File: src/rtl/stall_ctrl_pkg.sv
// Shared types and sizing for the pipeline stall controller.
// Optional perf counters: define STALL_PERF_CNT_EN.
package stall_ctrl_pkg;

   typedef enum logic {
      RUN       = 1'b0,
      CTRL_WAIT = 1'b1
   } state_t;

   localparam int CTRL_STALL_CYCLES_DEF = 1;
   localparam int DSTALL_MAX_DEF        = 4;
   localparam int CNT_W                 = 4;
   localparam int DCNT_W                = 8;

endpackage

File: src/rtl/pipeline_stall_ctrl_if.sv
// Hazard request / pipeline control bundle.
// Slave is the stall controller, master the control unit side.
interface pipeline_stall_ctrl_if;

   logic cpu_en;
   logic data_hazard_stall;
   logic control_hazard_stall;
   logic pc_en;
   logic if_id_en;
   logic if_id_flush;
   logic id_exe_bubble;
   logic stall_active;
   logic hazard_err;

   modport master (
      output cpu_en,
      output data_hazard_stall,
      output control_hazard_stall,
      input  pc_en,
      input  if_id_en,
      input  if_id_flush,
      input  id_exe_bubble,
      input  stall_active,
      input  hazard_err
   );

   modport slave (
      input  cpu_en,
      input  data_hazard_stall,
      input  control_hazard_stall,
      output pc_en,
      output if_id_en,
      output if_id_flush,
      output id_exe_bubble,
      output stall_active,
      output hazard_err
   );

endinterface

File: src/rtl/stall_down_counter.sv
// Loadable down counter with enable and zero flag.
// Stops at zero; load has priority over decrement.
module stall_down_counter
   import stall_ctrl_pkg::*;
(
   input  logic             clk,
   input  logic             rst_n,
   input  logic             load,
   input  logic             en,
   input  logic [CNT_W-1:0] load_val,
   output logic             zero
);

   logic [CNT_W-1:0] cnt;

   always_ff @(posedge clk or negedge rst_n) begin
      if (!rst_n) begin
         cnt <= '0;
      end else if (load) begin
         cnt <= load_val;
      end else if (en && cnt != '0) begin
         cnt <= cnt - 1'b1;
      end
   end

   assign zero = (cnt == '0);

endmodule

File: src/rtl/pipeline_stall_ctrl.sv
// Turns ID hazard requests into PC / IF-ID / ID-EXE controls.
// Optional perf counters: define STALL_PERF_CNT_EN.
module pipeline_stall_ctrl
   import stall_ctrl_pkg::*;
#(
   parameter int CTRL_STALL_CYCLES = CTRL_STALL_CYCLES_DEF,
   parameter int DSTALL_MAX        = DSTALL_MAX_DEF
) (
   input  logic                  clk,
   input  logic                  rst_n,
   pipeline_stall_ctrl_if.slave  bus
`ifdef STALL_PERF_CNT_EN
   ,
   output logic [31:0]           perf_dstall_cnt,
   output logic [31:0]           perf_cstall_cnt
`endif
);

   localparam int LOAD_I =
      (CTRL_STALL_CYCLES > 1) ? CTRL_STALL_CYCLES - 2 : 0;
   localparam logic [CNT_W-1:0] LOAD_V = CNT_W'(LOAD_I);
   localparam logic [DCNT_W-1:0] DMAX = DCNT_W'(DSTALL_MAX);

   state_t state_q, state_d;
   logic [DCNT_W-1:0] dcnt_q, dcnt_inc;
   logic run, dstall, flush, bubble;
   logic pc_en, if_id_en;
   logic cnt_load, cnt_dec, cnt_zero;
   logic err_q;

   assign run = rst_n & bus.cpu_en;

   always_comb begin
      state_d  = state_q;
      pc_en    = 1'b0;
      if_id_en = 1'b0;
      flush    = 1'b0;
      bubble   = 1'b0;
      dstall   = 1'b0;
      cnt_load = 1'b0;
      cnt_dec  = 1'b0;
      if (run) begin
         unique case (state_q)
            RUN: begin
               if (bus.data_hazard_stall) begin
                  bubble = 1'b1;
                  dstall = 1'b1;
               end else if (bus.control_hazard_stall) begin
                  pc_en    = 1'b1;
                  if_id_en = 1'b1;
                  flush    = 1'b1;
                  if (CTRL_STALL_CYCLES > 1) begin
                     state_d  = CTRL_WAIT;
                     cnt_load = 1'b1;
                  end
               end else begin
                  pc_en    = 1'b1;
                  if_id_en = 1'b1;
               end
            end
            CTRL_WAIT: begin
               pc_en    = 1'b1;
               if_id_en = 1'b1;
               flush    = 1'b1;
               if (cnt_zero) state_d = RUN;
               else          cnt_dec = 1'b1;
            end
            default: state_d = RUN;
         endcase
      end
   end

   stall_down_counter u_cnt (
      .clk      (clk),
      .rst_n    (rst_n),
      .load     (cnt_load),
      .en       (cnt_dec),
      .load_val (LOAD_V),
      .zero     (cnt_zero)
   );

   assign dcnt_inc = (dcnt_q == '1) ? dcnt_q : dcnt_q + 1'b1;

   always_ff @(posedge clk or negedge rst_n) begin
      if (!rst_n) begin
         state_q <= RUN;
         dcnt_q  <= '0;
         err_q   <= 1'b0;
      end else begin
         state_q <= state_d;
         if (run) dcnt_q <= dstall ? dcnt_inc : '0;
         if (dstall && dcnt_inc == DMAX) err_q <= 1'b1;
      end
   end

   assign bus.pc_en         = pc_en;
   assign bus.if_id_en      = if_id_en;
   assign bus.if_id_flush   = flush;
   assign bus.id_exe_bubble = bubble;
   assign bus.stall_active  = run & (~pc_en | flush | bubble);
   assign bus.hazard_err    = err_q;

`ifdef STALL_PERF_CNT_EN
   always_ff @(posedge clk or negedge rst_n) begin
      if (!rst_n) begin
         perf_dstall_cnt <= '0;
         perf_cstall_cnt <= '0;
      end else begin
         if (dstall && perf_dstall_cnt != '1)
            perf_dstall_cnt <= perf_dstall_cnt + 1'b1;
         if (flush && perf_cstall_cnt != '1)
            perf_cstall_cnt <= perf_cstall_cnt + 1'b1;
      end
   end
`endif

endmodule
File: src/flat_wrapper.sv
// flat-port wrapper written by rule: the top's interface ports become plain ports
module pipeline_stall_ctrl_flat import stall_ctrl_pkg::*;
#(
   parameter int CTRL_STALL_CYCLES = CTRL_STALL_CYCLES_DEF,
   parameter int DSTALL_MAX        = DSTALL_MAX_DEF
)
  (clk, rst_n, bus_cpu_en, bus_data_hazard_stall, bus_control_hazard_stall, bus_pc_en, bus_if_id_en, bus_if_id_flush, bus_id_exe_bubble, bus_stall_active, bus_hazard_err);
  pipeline_stall_ctrl_if bus_i ();
  input  logic clk;
  input  logic rst_n;
  input wire logic [$bits(bus_i.cpu_en)-1:0] bus_cpu_en;
  input wire logic [$bits(bus_i.data_hazard_stall)-1:0] bus_data_hazard_stall;
  input wire logic [$bits(bus_i.control_hazard_stall)-1:0] bus_control_hazard_stall;
  output wire logic [$bits(bus_i.pc_en)-1:0] bus_pc_en;
  output wire logic [$bits(bus_i.if_id_en)-1:0] bus_if_id_en;
  output wire logic [$bits(bus_i.if_id_flush)-1:0] bus_if_id_flush;
  output wire logic [$bits(bus_i.id_exe_bubble)-1:0] bus_id_exe_bubble;
  output wire logic [$bits(bus_i.stall_active)-1:0] bus_stall_active;
  output wire logic [$bits(bus_i.hazard_err)-1:0] bus_hazard_err;
  assign bus_i.cpu_en = bus_cpu_en;
  assign bus_i.data_hazard_stall = bus_data_hazard_stall;
  assign bus_i.control_hazard_stall = bus_control_hazard_stall;
  assign bus_pc_en = bus_i.pc_en;
  assign bus_if_id_en = bus_i.if_id_en;
  assign bus_if_id_flush = bus_i.if_id_flush;
  assign bus_id_exe_bubble = bus_i.id_exe_bubble;
  assign bus_stall_active = bus_i.stall_active;
  assign bus_hazard_err = bus_i.hazard_err;
  pipeline_stall_ctrl #(.CTRL_STALL_CYCLES(CTRL_STALL_CYCLES), .DSTALL_MAX(DSTALL_MAX)) u_core (.clk(clk), .rst_n(rst_n), .bus(bus_i));
endmodule
File: config.mk
export PLATFORM = sky130hd
export DESIGN_NAME = pipeline_stall_ctrl_flat
export DESIGN_NICKNAME = d
export VERILOG_FILES = /design/src/rtl/stall_ctrl_pkg.sv /design/src/rtl/pipeline_stall_ctrl_if.sv /design/src/rtl/stall_down_counter.sv /design/src/rtl/pipeline_stall_ctrl.sv /design/src/flat_wrapper.sv
export SDC_FILE = /design/constraint.sdc
export NUM_CORES = 1
export LEC_CHECK = 0
export BUFFER_PORTS_ARGS = -buffer_cell sky130_fd_sc_hd__buf_2
export CAP_MARGIN = 30
export CORE_MARGIN = 3
export CORE_UTILIZATION = 25
export DETAILED_ROUTE_END_ITERATION = 12
export PLACE_DENSITY = 0.48
export SYNTH_ARGS = -nofsm -noshare
export SYNTH_HDL_FRONTEND = slang
export SYNTH_SLANG_ARGS = --single-unit
File: constraint.sdc
create_clock -name clk -period 2 [get_ports clk]
set_input_delay 0.2 -clock clk [delete_from_list [all_inputs] [get_ports clk]]
set_output_delay 0.2 -clock clk [all_outputs]
set_load 0.02 [all_outputs]
==> flow_metrics.tcl, run 1 <==
set metrics [dict create \
    drv_slew 0 \
    fin_crit_ns 1.78 \
    grt_pass1_wl_mm 3.36 \
    path_max_fanout 16 \
    synth.area.top_cells "dfrtp_1 (40%), a21oi_1 (6.2%), nor2_1 (4.2%)" \
    setup-tns-final_ns 0 \
    r2r_setup_slack_ns 0.38 \
    slowest_delay_ns 0.52 \
    rsz0062_at_grt "no" \
    wl_mm 1.92 \
    min_from "bus_data_hazard_stall" \
    ctsHoldBuffers 1 \
    crit_start "u_core.state_q$_DFFE_PN0P_" \
    hpwl_mm 1.44 \
    hold_viol_final 0 \
    max-slew-margin-rel 0.622 \
    die_x_microns 65.5 \
    clk_pin_slew_ns 0.10 \
    ir_drop_mv 0.188 \
    ctsResizeCount 0 \
    drv_cap 0 \
    setup_viol 0 \
    initial_core_util 0.277 \
    ys_seq_elements 14 \
    layout_commonest_cell "dfrtp_1" \
    antenna_found_initial 0 \
    finalNetCount 114 \
    fillCellCount 362 \
    powerDensity_nw_per_um2 606 \
    die-height_microns 65.5 \
    cts.sinks 14 \
    fin_crit_sh 0.891 \
    drc 0 \
    yosysWarnings 0 \
    p_leak_nw 0.446 \
    seq_area_frac_synth 0.395 \
    total_power_uw 615 \
    yosys.area.top_type "dfrtp_1" \
    finalClockSkew_ns 0.00512 \
    cts-htree-levels 1 \
    cp.buffers_inverters 1 \
    cts_inserted_buffers 3 \
    syn_area_per_cell_sq_um 9.42 \
    synth.net_count 101 \
    root_buffer "clkbuf_4" \
    wl_per_cell_microns 12.8 \
    register_area_sq_um 350 \
    syn_area_sq_um 886 \
    ant_nets 0 \
    finalWeightedCongestion 0.719 \
    drtPass1Iterations 4 \
    cp_slowest_cell "nor3_4" \
    grt_max_degree 17 \
    clock_path_buffers 2 \
    grt_overflow 0 \
    tightest_slew_ns 0.566 \
    yosys.area.top_type_share 0.395 \
    vias 740 \
    critPathLaunchType "register" \
    postCtsSetupBuffers 0 \
    worstPathRequired_ns 1.80 \
    multi_input_area_sq_um 483 \
    synth_cell_type_count 37 \
    drt_iter0_drc 46 \
    worstSkewPairLatency_ns 0.28 \
    io_pins 11 \
    layout-drive-gt1-share 0.217 \
    grt_usage 0.102 \
    hp-class "primary input to register" \
    n_antenna_cell 0 \
    cp.arrival_ns 1.58 \
    hold_ws_ns 0.414 \
    crit_type "register to output port" \
    io_buffers 10 \
    area_growth_syn_to_layout_pct 14.5 \
    r2r_start "u_core.dcnt_q[0]$_DFFE_PN0P_" \
    cts_tree "yes" \
    critPathCaptureType "output port" \
    crit_path_cell_trace "nor3_4 > nor3_1 > buf_2" \
    coreArea_sq_um 3200 \
    status "complete, no violations" \
    synthCells 94 \
    grt_pass1_vias 713 \
    die_area_sq_um 4290 \
    viasPerCell 4.93 \
    rows 20 \
    clock.fmax_mhz 561 \
    path_delay_family "simple AND/OR/NAND/NOR gates" \
    layout_common_cells "dfrtp_1 (14), a21oi_1 (11), nor2_1 (10), buf_2 (10)" \
]
## worst paths after layout
kind	to	depth (start not counted)
worst min-delay path	u_core.dcnt_q[1]$_DFFE_PN0P_	5
min in group asynchronous	u_core.dcnt_q[7]$_DFFE_PN0P_	3
worst min register to register	u_core.bus.hazard_err$_DFFE_PN0P_	1
worst max register to register	u_core.bus.hazard_err$_DFFE_PN0P_	5
max in group asynchronous	u_core.dcnt_q[1]$_DFFE_PN0P_	3
worst max-delay path	bus_if_id_flush	3
## stage by stage
| stage | util | std cells | setup slack (ns) | area, sq um |
|---|---|---|---|---|
| floorplan | - | 94 | 0.544 | 886 |
| CTS | 0.317 | 150 | 0.191 | 1010 |
| finish | 0.317 | 150 | 0.218 | 1010 |
| detailed placement | 0.302 | 145 | 0.397 | 968 |
| global route | 0.317 | 150 | 0.0853 | 1010 |
| global placement | 0.302 | 145 | 0.419 | 968 |
## power by group
group	total (mW)	internal [mW]	switching [mW]	leakage (nW)
registers	0.309	0.294	0.0148	0.188
logic	0.0935	0.0364	0.0572	0.237
clock network	0.212	0.111	0.101	0.0210
## flip-flops by register name (all words and copies together) (netlist names)
register	cells
u_core.dcnt_q	8
u_core.state_q	1
u_core.u_cnt.cnt	4
u_core.bus.hazard_err	1
## cell type report
class                           count  area share
Multi-Input combinational cell     70       0.476
Sequential cell                    14       0.345
Timing Repair Buffer               12      0.0666
Tap cell                           44      0.0543
Clock buffer                        4      0.0358
Inverter                            6      0.0222
## synth_stat cells (all sizes together)
cell type and count:
o221ai 1, nor3b 2, mux2i 1, xor2 1, a21boi 1, a211oi 1, a21oi 11, o211ai 2
nand2 7, o21bai 1, a41o 1, clkbuf 1, inv 6, nand3 4, nor2b 1, and2 1
o21ai 5, nor3 4, o32ai 1, nand3b 1, o31ai 1, ha 2, dfrtp 14, nor2 10
nand4 3, buf 3, xnor2 3, o41ai 2, and3 3
## cells by family after synthesis
kind of cell / after synthesis / synth area share
and+or+nand+nor: 36 / 0.253
muxes: 1 / 0.0113
DFF: 14 / 0.395
adders and majority gates: 2 / 0.0282
xor gates and xnor gates: 4 / 0.0396
AOI/OAI and AO/OA: 27 / 0.213
buffers and inverters: 10 / 0.0593
## tightest hold or removal path, delay by kind of cell
kind                   cells  cell delay (ns)
AO/OA/AOI/OAI              2             0.17
AND/OR/NAND/NOR            1             0.06
buffers and inverters      2             0.23
## metal layers
metal | global-route usage | vias to the layer above | routed length (microns)
met3 | 0.0308 | 2 | 35
met4 | 0.0311 | 0 | 8
li1 | - | 364 | -
met1 | 0.131 | 367 | 912
met2 | 0.162 | 7 | 963
met5 | 0 | - | 0
Power figures use the tool's default switching activity.
==> run 2: changes to the inputs <==
--- a/config.mk
+++ b/config.mk
@@ -5,6 +5,7 @@
 export SDC_FILE = /design/constraint.sdc
 export NUM_CORES = 1
 export LEC_CHECK = 0
+export ABC_AREA = 1
 export BUFFER_PORTS_ARGS = -buffer_cell sky130_fd_sc_hd__buf_2
 export CAP_MARGIN = 30
 export CORE_MARGIN = 3
==> flow_metrics.tcl, run 2 <==
set metrics [dict create \
    setup_viol 0 \
    fillCellCount 337 \
    clock.fmax_mhz 545 \
    wl_mm 1.78 \
    ys_seq_elements 14 \
    synth.area.top_cells "dfrtp_1 (41%), nand2_1 (12%), nand3_1 (6.5%)" \
    synth_cell_type_count 24 \
    postCtsSetupBuffers 0 \
    critPathCaptureType "output port" \
    yosys.area.top_type_share 0.414 \
    synth_compound_area_frac 0.120 \
    die_area_sq_um 4120 \
    tightest_slew_ns 0.274 \
    layout_commonest_cell "nand2_1" \
    largest_reg_flops 8 \
    use_met2 0.152 \
    synth.net_count 116 \
    seq_area_frac_synth 0.414 \
    initial_core_util 0.270 \
    powerDensity_nw_per_um2 786 \
    die_x_microns 64.2 \
    grt_max_degree 15 \
    area_growth_syn_to_layout_pct 18.5 \
    hpwl_mm 1.45 \
    drv_cap 0 \
    status "complete, no violations" \
    syn_area_sq_um 846 \
    drc 0 \
    setup-tns-final_ns 0 \
    async_reset_ff_frac 1.00 \
    total_power_uw 788 \
    clock_path_buffers 2 \
    finalWeightedCongestion 0.814 \
    rsz0062_at_grt "no" \
    p_leak_nw 0.487 \
    synthMuxAreaShare 0 \
    die-height_microns 64.2 \
    register_area_sq_um 350 \
    crit_type "primary input to output port" \
    n_antenna_cell 0 \
    layout_common_cells "nand2_1 (27), inv_1 (14), dfrtp_1 (14), nand3_1 (11), buf_2 (10)" \
    reg.largest.list "u_core.dcnt_q x8, u_core.u_cnt.cnt x4" \
    clk_pin_slew_ns 0.08 \
    grt_overflow 0 \
    ant_nets 0 \
    final_core_util 0.320 \
    multi_input_area_sq_um 433 \
    finalNetCount 132 \
    fin_crit_sh 0.918 \
    yosys.area.top_type "dfrtp_1" \
    cts_tree "yes" \
    gr-usage-met3 0.0211 \
    dp_slack_ns 0.515 \
    drtPass1Iterations 4 \
    synth-edff-count 0 \
    hold_viol_final 0 \
    yosysWarnings 0 \
    layout-drive-gt1-share 0.226 \
    antenna_found_initial 0 \
    synthSimpleGateAreaFrac 0.328 \
    drv_slew 0 \
    fin_crit_ns 1.84 \
    ir_drop_mv 0.530 \
    critPathLaunchType "primary input" \
    synth_top_family_by_area "simple AND/OR/NAND/NOR gates" \
    cts.sinks 14 \
    hp-class "primary input to register" \
    cts-htree-levels 1 \
    max-slew-margin-rel 0.817 \
    synth-main-ff-cell "dfrtp_1" \
    grt_pass1_vias 735 \
    coreArea_sq_um 3130 \
    synthXorXnorAreaFrac 0.0311 \
    io_pins 11 \
    cp.arrival_ns 1.64 \
    synthTopCellsByCount "nand2_1 (28), dfrtp_1 (14), inv_1 (14)" \
    met1_usage 0.128 \
    worstPathRequired_ns 1.80 \
    synthCells 109 \
    rows 20 \
    root_buffer "clkbuf_4" \
    path_max_fanout 7 \
    top_register "u_core.dcnt_q" \
    io_buffers 10 \
    synth.most_common_cell "nand2_1" \
    drt_iter0_drc 15 \
    wl_per_cell_microns 10.6 \
    grt_usage 0.0970 \
    vias 747 \
    grt_busiest_layer "met2" \
    synth_fa_ha_area_frac 0.0296 \
    grt_pass1_wl_mm 3.19 \
    worst_slack_ns 0.165 \
    cts_inserted_buffers 3 \
    worstSkewPairLatency_ns 0.27 \
    finalClockSkew_ns 0.00227 \
    syn_area_per_cell_sq_um 7.76 \
    viasPerCell 4.45 \
]
## run 2: cell count changes after synthesis, moves of 3 or more
cell	delta
a21oi_1	-9
inv_1	+8
nand2_1	+22
nand3_1	+8
nor2_1	-4
o21ai_0	+3
xnor2_1	-3
## run 2: final timing paths
| path | slack, ns | cells past startpoint | startpoint | endpoint |
|---|---|---|---|---|
| setup / recovery | 0.16 | 7 | rst_n | bus_stall_active |
| hold / removal | 0.29 | 4 | bus_cpu_en | u_core.dcnt_q[2]$_DFFE_PN0P_ |
| setup reg to reg | 0.51 | 9 | u_core.dcnt_q[1]$_DFFE_PN0P_ | u_core.bus.hazard_err$_DFFE_PN0P_ |
| hold reg to reg | 0.46 | 2 | u_core.bus.hazard_err$_DFFE_PN0P_ | u_core.bus.hazard_err$_DFFE_PN0P_ |
| max in group asynchronous | 1.40 | 3 | rst_n | u_core.dcnt_q[4]$_DFFE_PN0P_ |
| min in group asynchronous | 0.43 | 3 | rst_n | u_core.dcnt_q[6]$_DFFE_PN0P_ |
## run 2: per-layer routing
layer,wire length [microns],vias to the layer above
met5,0,-
li1,-,381
met3,60,5
met2,830,16
met4,28,0
met1,863,345
## run 2: final cells by class
type                    count  share of cell area
clock buffers               4              0.0362
well taps                  44              0.0549
multi-input cells          79               0.432
repair buffers             13              0.0749
inverters                  14              0.0524
flip-flops and latches     14               0.350
## run 2: critical path, cell delays in order
cell	delay [ns]
dlygate4sd3_1	0.54
buf_2	0.14
nand2_2	0.14
a21oi_1	0.08
o21a_1	0.12
or2_2	0.26
buf_2	0.16
## run 2: kinds of logic after synthesis
| family | after synthesis |
|---|---|
| fa+ha+maj | 2 |
| simple gates | 57 |
| compound gates | 17 |
| xor+xnor | 3 |
| flops | 14 |
| buf+inv | 16 |
## run 2: what timing repair did
action	CTS	global route
endpoints found under the hold margin	14	0
hold buffers	1	0
gates resized for setup	0	1
endpoints found under the setup margin	0	1
## run 2: metrics by stage
step | instance area, sq um | cells | hold slack, ns
after floorplan | 846 | 109 | -0.0956
after global placement | 953 | 163 | 0.196
after detailed placement | 953 | 163 | 0.176
after CTS | 1000 | 168 | 0.361
after global routing | 1000 | 168 | 0.303
final | 1000 | 168 | 0.287
## run 2: power breakdown
| part | internal (mW) | total [mW] | switching [mW] |
|---|---|---|---|
| Clock | 0.111 | 0.198 | 0.0876 |
| Sequential | 0.340 | 0.391 | 0.0510 |
| Combinational | 0.0803 | 0.199 | 0.119 |
| Total | 0.531 | 0.788 | 0.257 |
==> run 3: changes to the inputs <==
--- a/config.mk
+++ b/config.mk
@@ -6,8 +6,9 @@
 export NUM_CORES = 1
 export LEC_CHECK = 0
 export ABC_AREA = 1
-export BUFFER_PORTS_ARGS = -buffer_cell sky130_fd_sc_hd__buf_2
+export BUFFER_PORTS_ARGS = -buffer_cell sky130_fd_sc_hd__buf_4
 export CAP_MARGIN = 30
+export CORE_ASPECT_RATIO = 0.6
 export CORE_MARGIN = 3
 export CORE_UTILIZATION = 25
 export DETAILED_ROUTE_END_ITERATION = 12
==> constraint.sdc (replaced) <==
create_clock -name clk -period 2.3 [get_ports clk]
set_input_delay 0.23 -clock clk [delete_from_list [all_inputs] [get_ports clk]]
set_output_delay 0.23 -clock clk [all_outputs]
set_load 0.02 [all_outputs]
==> flow_metrics.tcl, run 3 (synthesis gave the netlist of run 2 again) <==
set metrics [dict create \
    die-height_microns 51.1 \
    wl_mm 1.88 \
    largest_reg_flops 8 \
    drc 0 \
    coreArea_sq_um 3040 \
    reg.largest.list "u_core.dcnt_q x8, u_core.u_cnt.cnt x4" \
    die_x_microns 81.1 \
    worstPathRequired_ns 2.07 \
    grt_pass1_vias 695 \
    tightest_slew_ns 0.317 \
    cp.buffers_inverters 4 \
    io_buffers 10 \
    met1_usage 0.166 \
    grt_pass1_wl_mm 3.33 \
    grt_busiest_layer "met1" \
    wl_per_cell_microns 11.5 \
    grt_usage 0.110 \
    io_pins 11 \
    crit_type "primary input to output port" \
    clock.fmax_mhz 468 \
    antenna_found_initial 0 \
    crit_path_cell_trace "dlygate4sd3_1 > buf_4 > nand2_1 > nor3_1 > buf_4 > or2_2 > buf_4" \
    finalWeightedCongestion 0.786 \
    critPathCaptureType "output port" \
    grt_max_degree 16 \
    root_buffer "clkbuf_8" \
    cts_inserted_buffers 3 \
    drv_cap 0 \
    finalNetCount 131 \
    initial_core_util 0.278 \
    critPathLaunchType "primary input" \
    rsz0062_at_grt "no" \
    use_met2 0.123 \
    clk_pin_slew_ns 0.05 \
    fin_crit_ns 2.14 \
    total_power_uw 722 \
    ir_drop_mv 0.323 \
    hold_viol_final 0 \
    grt_overflow 0 \
    layout-drive-gt1-share 0.205 \
    hp-class "primary input to asynchronous set/reset pin" \
    drv_slew 0 \
    cts.sinks 14 \
    worstSkewPairLatency_ns 0.24 \
    layout_common_cells "nand2_1 (28), inv_1 (14), dfrtp_1 (14), nand3_1 (11), buf_4 (11)" \
    gr-usage-met3 0.0599 \
    die_area_sq_um 4140 \
    drt_iter0_drc 28 \
    path_max_fanout 15 \
    finalClockSkew_ns 0.00194 \
    setup_viol 0 \
    max-slew-margin-rel 0.789 \
    area_growth_syn_to_layout_pct 20.6 \
    viasPerCell 4.44 \
    clock_path_buffers 2 \
    hold_ws_ns 0.373 \
    rows 15 \
    cts-htree-levels 1 \
    n_antenna_cell 0 \
    fin_crit_sh 0.930 \
    postLayoutCellArea_sq_um 1020 \
    hpwl_mm 1.49 \
    slowest_delay_ns 0.53 \
    p_leak_nw 0.488 \
    layout_commonest_cell "nand2_1" \
    postCtsSetupBuffers 0 \
    setup-tns-final_ns 0 \
    cts_tree "yes" \
    path_delay_family "buffers and inverters" \
    top_register "u_core.dcnt_q" \
    path_common_cell "buf_4" \
    cp.arrival_ns 1.91 \
    drtPass1Iterations 4 \
    powerDensity_nw_per_um2 708 \
    ant_nets 0 \
    vias 728 \
    place_area_sq_um 968 \
    final_core_util 0.335 \
    status "complete, no violations" \
    cp_slowest_cell "dlygate4sd3_1" \
]
[run 3: report_power, final]
part,internal [mW],switching (mW)
registers,0.297,0.0487
clock network,0.116,0.0804
logic,0.0750,0.106
[run 3: worst paths after layout]
kind	endpoint	slack (ns)	cells past startpoint	startpoint
min	u_core.dcnt_q[6]$_DFFE_PN0P_	0.37	2	rst_n
min in group clk	u_core.dcnt_q[2]$_DFFE_PN0P_	0.42	4	bus_cpu_en
max in group asynchronous	u_core.u_cnt.cnt[1]$_DFFE_PN0P_	1.75	2	rst_n
max	bus_stall_active	0.16	7	rst_n
max reg2reg	u_core.bus.hazard_err$_DFFE_PN0P_	0.81	9	u_core.dcnt_q[1]$_DFFE_PN0P_
min reg2reg	u_core.bus.hazard_err$_DFFE_PN0P_	0.49	2	u_core.bus.hazard_err$_DFFE_PN0P_
[run 3: cell type report]
cell class              count  area [sq um]
fillers                   323          2020
inverters                  14          52.6
flip-flops and latches     14           350
clock buffers               3          41.3
well taps                  42          52.6
repair buffers             12          92.6
multi-input cells          79           430
[run 3: through the flow]
step	instances	setup WS [ns]
floorplan	109	0.725
global placement	160	0.770
detailed placement	160	0.728
CTS	164	0.169
global route	164	0.0308
finish	164	0.161
[run 3: repair_timing]
| item | 4_1_cts | 5_1_grt |
|---|---|---|
| resized for setup | 0 | 0 |
| hold buffers | 1 | 0 |
| endpoints found under the hold margin | 14 | 0 |
[run 3: layer usage]
layer / vias up / wire, microns
li1: 377 / -
met1: 333 / 1070
met2: 14 / 639
met3: 4 / 150
met4: 0 / 19
met5: - / 0
